### config.mk
export PLATFORM = sky130hd
export DESIGN_NAME = image_pixel_fetch
export DESIGN_NICKNAME = d
export VERILOG_FILES = /design/src/rtl/image_pixel_fetch.sv
export SDC_FILE = /design/constraint.sdc
export NUM_CORES = 1
export LEC_CHECK = 0
export ABC_AREA = 1
export BUFFER_PORTS_ARGS = -buffer_cell sky130_fd_sc_hd__clkbuf_2
export CAP_MARGIN = 25
export CORE_MARGIN = 4
export CORE_UTILIZATION = 30
export DETAILED_ROUTE_END_ITERATION = 10
export PLACE_DENSITY = 0.52
export REMOVE_ABC_BUFFERS = 1
export SYNTH_ARGS = -nofsm -noshare
export SYNTH_HDL_FRONTEND = slang
export SYNTH_SLANG_ARGS = --single-unit
### constraint.sdc
create_clock -name clk -period 3.9 [get_ports clk]
set_input_delay 0.585 -clock clk [delete_from_list [all_inputs] [get_ports clk]]
set_output_delay 0.585 -clock clk [all_outputs]
set_load 0.02 [all_outputs]
### src/rtl/image_pixel_fetch.sv
// Overlays one stored picture from an external synchronous ROM on the VGA stream.
// Three-stage pipeline: address generation, ROM access, colour compose.
module image_pixel_fetch #(
    parameter int           X_POS      = 100,
    parameter int           Y_POS      = 100,
    parameter int           IMG_W      = 128,
    parameter int           IMG_H      = 96,
    parameter int           ADDR_W     = 14,
    parameter bit           TRANSP_EN  = 1'b1,
    parameter logic [11:0]  TRANSP_RGB = 12'hF0F
) (
    input  logic              clk,
    input  logic              rst,
    input  logic [10:0]       hcount_in,
    input  logic [10:0]       vcount_in,
    input  logic              hsync_in,
    input  logic              vsync_in,
    input  logic              hblnk_in,
    input  logic              vblnk_in,
    input  logic [11:0]       rgb_in,
    output logic [ADDR_W-1:0] pixel_addr,
    input  logic [11:0]       rgb_pixel,
    output logic [10:0]       hcount_out,
    output logic [10:0]       vcount_out,
    output logic              hsync_out,
    output logic              vsync_out,
    output logic              hblnk_out,
    output logic              vblnk_out,
    output logic [11:0]       rgb_out
);

    // Bounds held one bit wider than the counters so X_POS+IMG_W may reach 2048.
    localparam logic [11:0] X_LO  = 12'(X_POS);
    localparam logic [11:0] X_HI  = 12'(X_POS + IMG_W);
    localparam logic [11:0] Y_LO  = 12'(Y_POS);
    localparam logic [11:0] Y_HI  = 12'(Y_POS + IMG_H);
    localparam logic [10:0] X_OFF = 11'(X_POS);
    localparam logic [10:0] Y_OFF = 11'(Y_POS);

    typedef struct packed {
        logic [10:0] hcount;
        logic [10:0] vcount;
        logic        hsync;
        logic        vsync;
        logic        hblnk;
        logic        vblnk;
        logic [11:0] rgb;
        logic        in_rect;
    } pipe_t;

    pipe_t             in_s;
    pipe_t             d1_r;
    pipe_t             d2_r;
    logic [10:0]       col_s;
    logic [10:0]       row_s;
    logic [ADDR_W-1:0] addr_s;
    logic [ADDR_W-1:0] pixel_addr_r;
    logic [11:0]       rgb_sel_s;
    logic              rom_transp_s;

    logic [10:0]       hcount_r;
    logic [10:0]       vcount_r;
    logic              hsync_r;
    logic              vsync_r;
    logic              hblnk_r;
    logic              vblnk_r;
    logic [11:0]       rgb_r;

    // Rectangle test and ROM address; offsets are zeroed outside so nothing underflows.
    always_comb begin
        in_s.hcount  = hcount_in;
        in_s.vcount  = vcount_in;
        in_s.hsync   = hsync_in;
        in_s.vsync   = vsync_in;
        in_s.hblnk   = hblnk_in;
        in_s.vblnk   = vblnk_in;
        in_s.rgb     = rgb_in;
        in_s.in_rect = ({1'b0, hcount_in} >= X_LO) && ({1'b0, hcount_in} < X_HI) &&
                       ({1'b0, vcount_in} >= Y_LO) && ({1'b0, vcount_in} < Y_HI) &&
                       !hblnk_in && !vblnk_in;
        if (in_s.in_rect) begin
            col_s = hcount_in - X_OFF;
            row_s = vcount_in - Y_OFF;
        end else begin
            col_s = 11'd0;
            row_s = 11'd0;
        end
        addr_s = ADDR_W'((32'(row_s) * 32'(IMG_W)) + 32'(col_s));
    end

    // Stage 1: register address, timing, background and rectangle flag.
    always_ff @(posedge clk or posedge rst) begin
        if (rst) begin
            d1_r         <= '0;
            pixel_addr_r <= '0;
        end else begin
            d1_r         <= in_s;
            pixel_addr_r <= addr_s;
        end
    end

    // Stage 2: delay alongside the ROM read.
    always_ff @(posedge clk or posedge rst) begin
        if (rst) begin
            d2_r <= '0;
        end else begin
            d2_r <= d1_r;
        end
    end

    // Colour select: ROM pixel inside the rectangle unless it matches the key.
    always_comb begin
        rom_transp_s = TRANSP_EN && (rgb_pixel == TRANSP_RGB);
        if (d2_r.in_rect && !rom_transp_s) begin
            rgb_sel_s = rgb_pixel;
        end else begin
            rgb_sel_s = d2_r.rgb;
        end
    end

    // Stage 3: output registers.
    always_ff @(posedge clk or posedge rst) begin
        if (rst) begin
            hcount_r <= 11'd0;
            vcount_r <= 11'd0;
            hsync_r  <= 1'b0;
            vsync_r  <= 1'b0;
            hblnk_r  <= 1'b0;
            vblnk_r  <= 1'b0;
            rgb_r    <= 12'd0;
        end else begin
            hcount_r <= d2_r.hcount;
            vcount_r <= d2_r.vcount;
            hsync_r  <= d2_r.hsync;
            vsync_r  <= d2_r.vsync;
            hblnk_r  <= d2_r.hblnk;
            vblnk_r  <= d2_r.vblnk;
            rgb_r    <= rgb_sel_s;
        end
    end

    assign pixel_addr = pixel_addr_r;
    assign hcount_out = hcount_r;
    assign vcount_out = vcount_r;
    assign hsync_out  = hsync_r;
    assign vsync_out  = vsync_r;
    assign hblnk_out  = hblnk_r;
    assign vblnk_out  = vblnk_r;
    assign rgb_out    = rgb_r;

endmodule

==> summary.md <==
| Metric | Value |
|---|---|
| Status | `finished clean` |
| Gr ovfl total | `0` |
| Routability-driven placement congestion ratio | `0.821` |
| Post-CTS Resized | `0` |
| Worst min-delay path category | `input port to asynchronous set/reset pin` |
| Min Clock Period, post-route | `2.71 ns` |
| Vias in the first global route | `2525` |
| Register area | `3250 um^2` |
| H-tree depth | `4` |
| Final period util | `0.695` |
| Setup CP Type | `input port to flip-flop` |
| Leak pwr | `0.00284 uW` |
| GR Util met2 | `0.155` |
| WP data required | `4.18 ns` |
| Clock latency on the worst-skew pair | `0.40 ns` |
| Share of layout cells above drive strength 1 | `0.371` |
| Crit end category | `flip-flop` |
| # Post-CTS Setup Buffers | `0` |
| GRT met3 Usage | `0.0470` |
| TritonCTS buffer count | `17` |
| Post-placement cell count | `566` |
| Full die area | `15900 um^2` |
| WL per Instance | `13.1 um` |
| Max Clock Freq | `369 MHz` |
| Max Cap Viol | `0` |
| Post-CTS Hold Buffers | `0` |
| Mapped cell area | `approximately 4200 um^2` |
| Area Overhead vs Synth | `32.3%` |
| Startpoint Class | `input port` |
| # diodes | `0` |
| Worst path arrival time | `about 3.0 ns` |
| Layout Skew | `about 0.0032 ns` |
| RSZ-0062 raised after global routing | `no` |
| Final Setup Violations | `0` |
| Slew margin rel. | `0.524` |
| Non-Filler Instances | `about 600` |
| Pwr dens | `about 570 nW/um^2` |
| First-pass GRT wire length | `12.9 mm` |
| All-Layer GR Usage | `0.108` |
| # fillers | `approximately 1300` |
| Post-route DRC | `0` |
| Root buf cell | `clkbuf_16` |
| Final WL | `7.86 mm` |
| CTS tree | `done` |
| Worst reg2reg setup slack | `2.92 ns` |
| Mapped Cells | `289` |
| Synth cell types | `25` |
| Yosys warns | `0` |
| Total iterations of the first detailed-routing run | `4` |
| Seq/Total Area, Yosys | `0.779` |
| Clock sinks | `130` |
| Met1 Usage GRT | `0.138` |
| Final HPWL DP | `5.72 mm` |
| Clock Tree Buf Depth | `2` |
| Buffers added on ports | `103` |
| Syn Area/Cell | `~14 um^2` |
| Initial antenna violation count | `0` |
| Worst-path clk slew | `0.05 ns` |
| Endpoints failing hold | `0` |
| Largest net degree at the start of global routing | `104` |
| Hold_ws | `approximately 0.043 ns` |
| #FFs+latches synth | `130` |
| Peak VDD IR | `0.274 mV` |
| Nets@finish | `471` |
| Layer with the highest usage | `met2` |
| Initial Util | `0.311` |
| CP max FO | `18` |
| DIE WIDTH | `between 100 and 150 um` |
| Area occupied by multi-input gates | `757 um^2` |
| Die Y | `126 um` |
| Slew Viols, Final | `0` |
| Drt via density | `around 4` |
| Vias | `2395` |
| Core Area | `13500 um^2` |
| ANT nets after route | `0` |
| Slew @ Worst Pin | `between 0.7 and 0.8 ns` |
| Placement Rows | `42` |
| Initial drt markers | `141` |
| Num ports | `about 100` |
## layout by cell type (no fill, tap or decap), types with 3 or more instances in the layout
master	instances
nor3_1	4
ha_1	8
xor2_1	4
o21ai_0	14
nand3_1	6
xnor2_1	4
clkbuf_16	17
clkinv_2	3
nand4_1	4
bufinv_16	3
nor2_1	12
a21oi_1	7
inv_2	3
clkbuf_2	103
nand3b_1	3
nor2_4	9
clkbuf_1	3
dfrtp_1	130
nor2_2	3
clkbuf_8	3
nand2_1	34
inv_1	32
## power by group
group	leakage, uW	switching, uW	internal (uW)	total (uW)
Combinational	0.000991	107	52.1	159
Sequential	0.00155	14.9	1410	1420
Clock	0.000293	538	1050	1590
## cells by family after synthesis
kind of cell	synth area share
compound gates	0.0302
xor+xnor	0.0168
fa+ha+maj	0.0288
buf+inv	0.0401
flops	0.779
simple gates	0.105
## metal layers
metal,part of all wire,up-vias
met5,0,-
met2,0.47,74
li1,-,1143
met1,0.44,1161
met3,0.067,17
met4,0.023,0
## stage by stage
stage | cell area (um^2) | power, uW | TNS [ns] | setup WS (ns) | utilization
2_1_floorplan | 4150 | 1530 | -20.06 | -0.154 | -
3_3_place_gp | 4890 | 1610 | 0 | 0.835 | 0.364
3_5_place_dp | 4890 | 1610 | 0 | 0.716 | 0.364
4_1_cts | 5500 | 3220 | 0 | 1.17 | 0.409
5_1_grt | 5530 | 3320 | 0 | 0.857 | 0.411
6_report | 5530 | 3180 | 0 | 1.19 | 0.411
## synthesized netlist by cell type
master | instances | area share
nand3_1 | 6 | 0.0072
or2_2 | 1 | 0.0015
nand3b_1 | 3 | 0.0054
buf_4 | 1 | 0.0018
nand4_1 | 4 | 0.0060
o31ai_4 | 1 | 0.0051
nand2_1 | 34 | 0.031
nand3_2 | 2 | 0.0048
nand2_4 | 1 | 0.0027
buf_12 | 1 | 0.0048
inv_1 | 33 | 0.030
nor2_4 | 9 | 0.024
xnor2_1 | 4 | 0.0084
ha_1 | 8 | 0.024
inv_2 | 3 | 0.0027
nor3_1 | 4 | 0.0048
a21oi_1 | 7 | 0.0084
nand2_2 | 2 | 0.0030
clkbuf_2 | 1 | 0.0012
nor2_2 | 3 | 0.0045
nor2_1 | 12 | 0.011
dfrtp_1 | 130 | 0.78
xor2_1 | 4 | 0.0084
fa_1 | 1 | 0.0048
o21ai_0 | 14 | 0.017
## layout make-up
cell class,instances,share of cell area
clock buffers,23,0.0865
clock inverters,9,0.0233
inverters,36,0.0254
multi-input cells,120,0.137
flip-flops and latches,130,0.589
well taps,176,0.0398
repair buffers,105,0.0996
## registers in the layout, summed over array words and instances (netlist names)
| signal | count |
|---|---|
| hsync_out | 1 |
| hblnk_out | 1 |
| vcount_out | 11 |
| pixel_addr | 14 |
| vblnk_out | 1 |
| hcount_out | 11 |
| d2_r | 39 |
| d1_r | 39 |
| vsync_out | 1 |
| rgb_out | 12 |
## path summary, 6_finish.rpt
path / start / to / cells after the start
worst max-delay path: hcount_in[3] / pixel_addr[13] / 20
min in group clk: rgb_in[3] / d1_r[4] / 1
max in group asynchronous: rst / d1_r[35] / 4
worst min-delay path: rst / d1_r[16] / 2
worst max register to register: d2_r[0] / rgb_out[10] / 2
worst min register to register: d1_r[29] / d2_r[29] / 0
## worst max-delay path, stage by stage
cell and delay, ns:
clkbuf_2 0.09, inv_1 0.07, ha_1 0.18, nand2_1 0.06, nor2_1 0.04, nand2_1 0.06
nand2_1 0.05, nor2_2 0.12, nor2_4 0.07, nand2_4 0.28, a21oi_1 0.10, ha_1 0.24
fa_1 0.40, nand2_1 0.08, inv_1 0.03, o21ai_0 0.13, nand2_1 0.10, nand3_1 0.11
xnor2_1 0.12, nor2_1 0.05
Note: power is estimated with default switching activity, not from simulation.
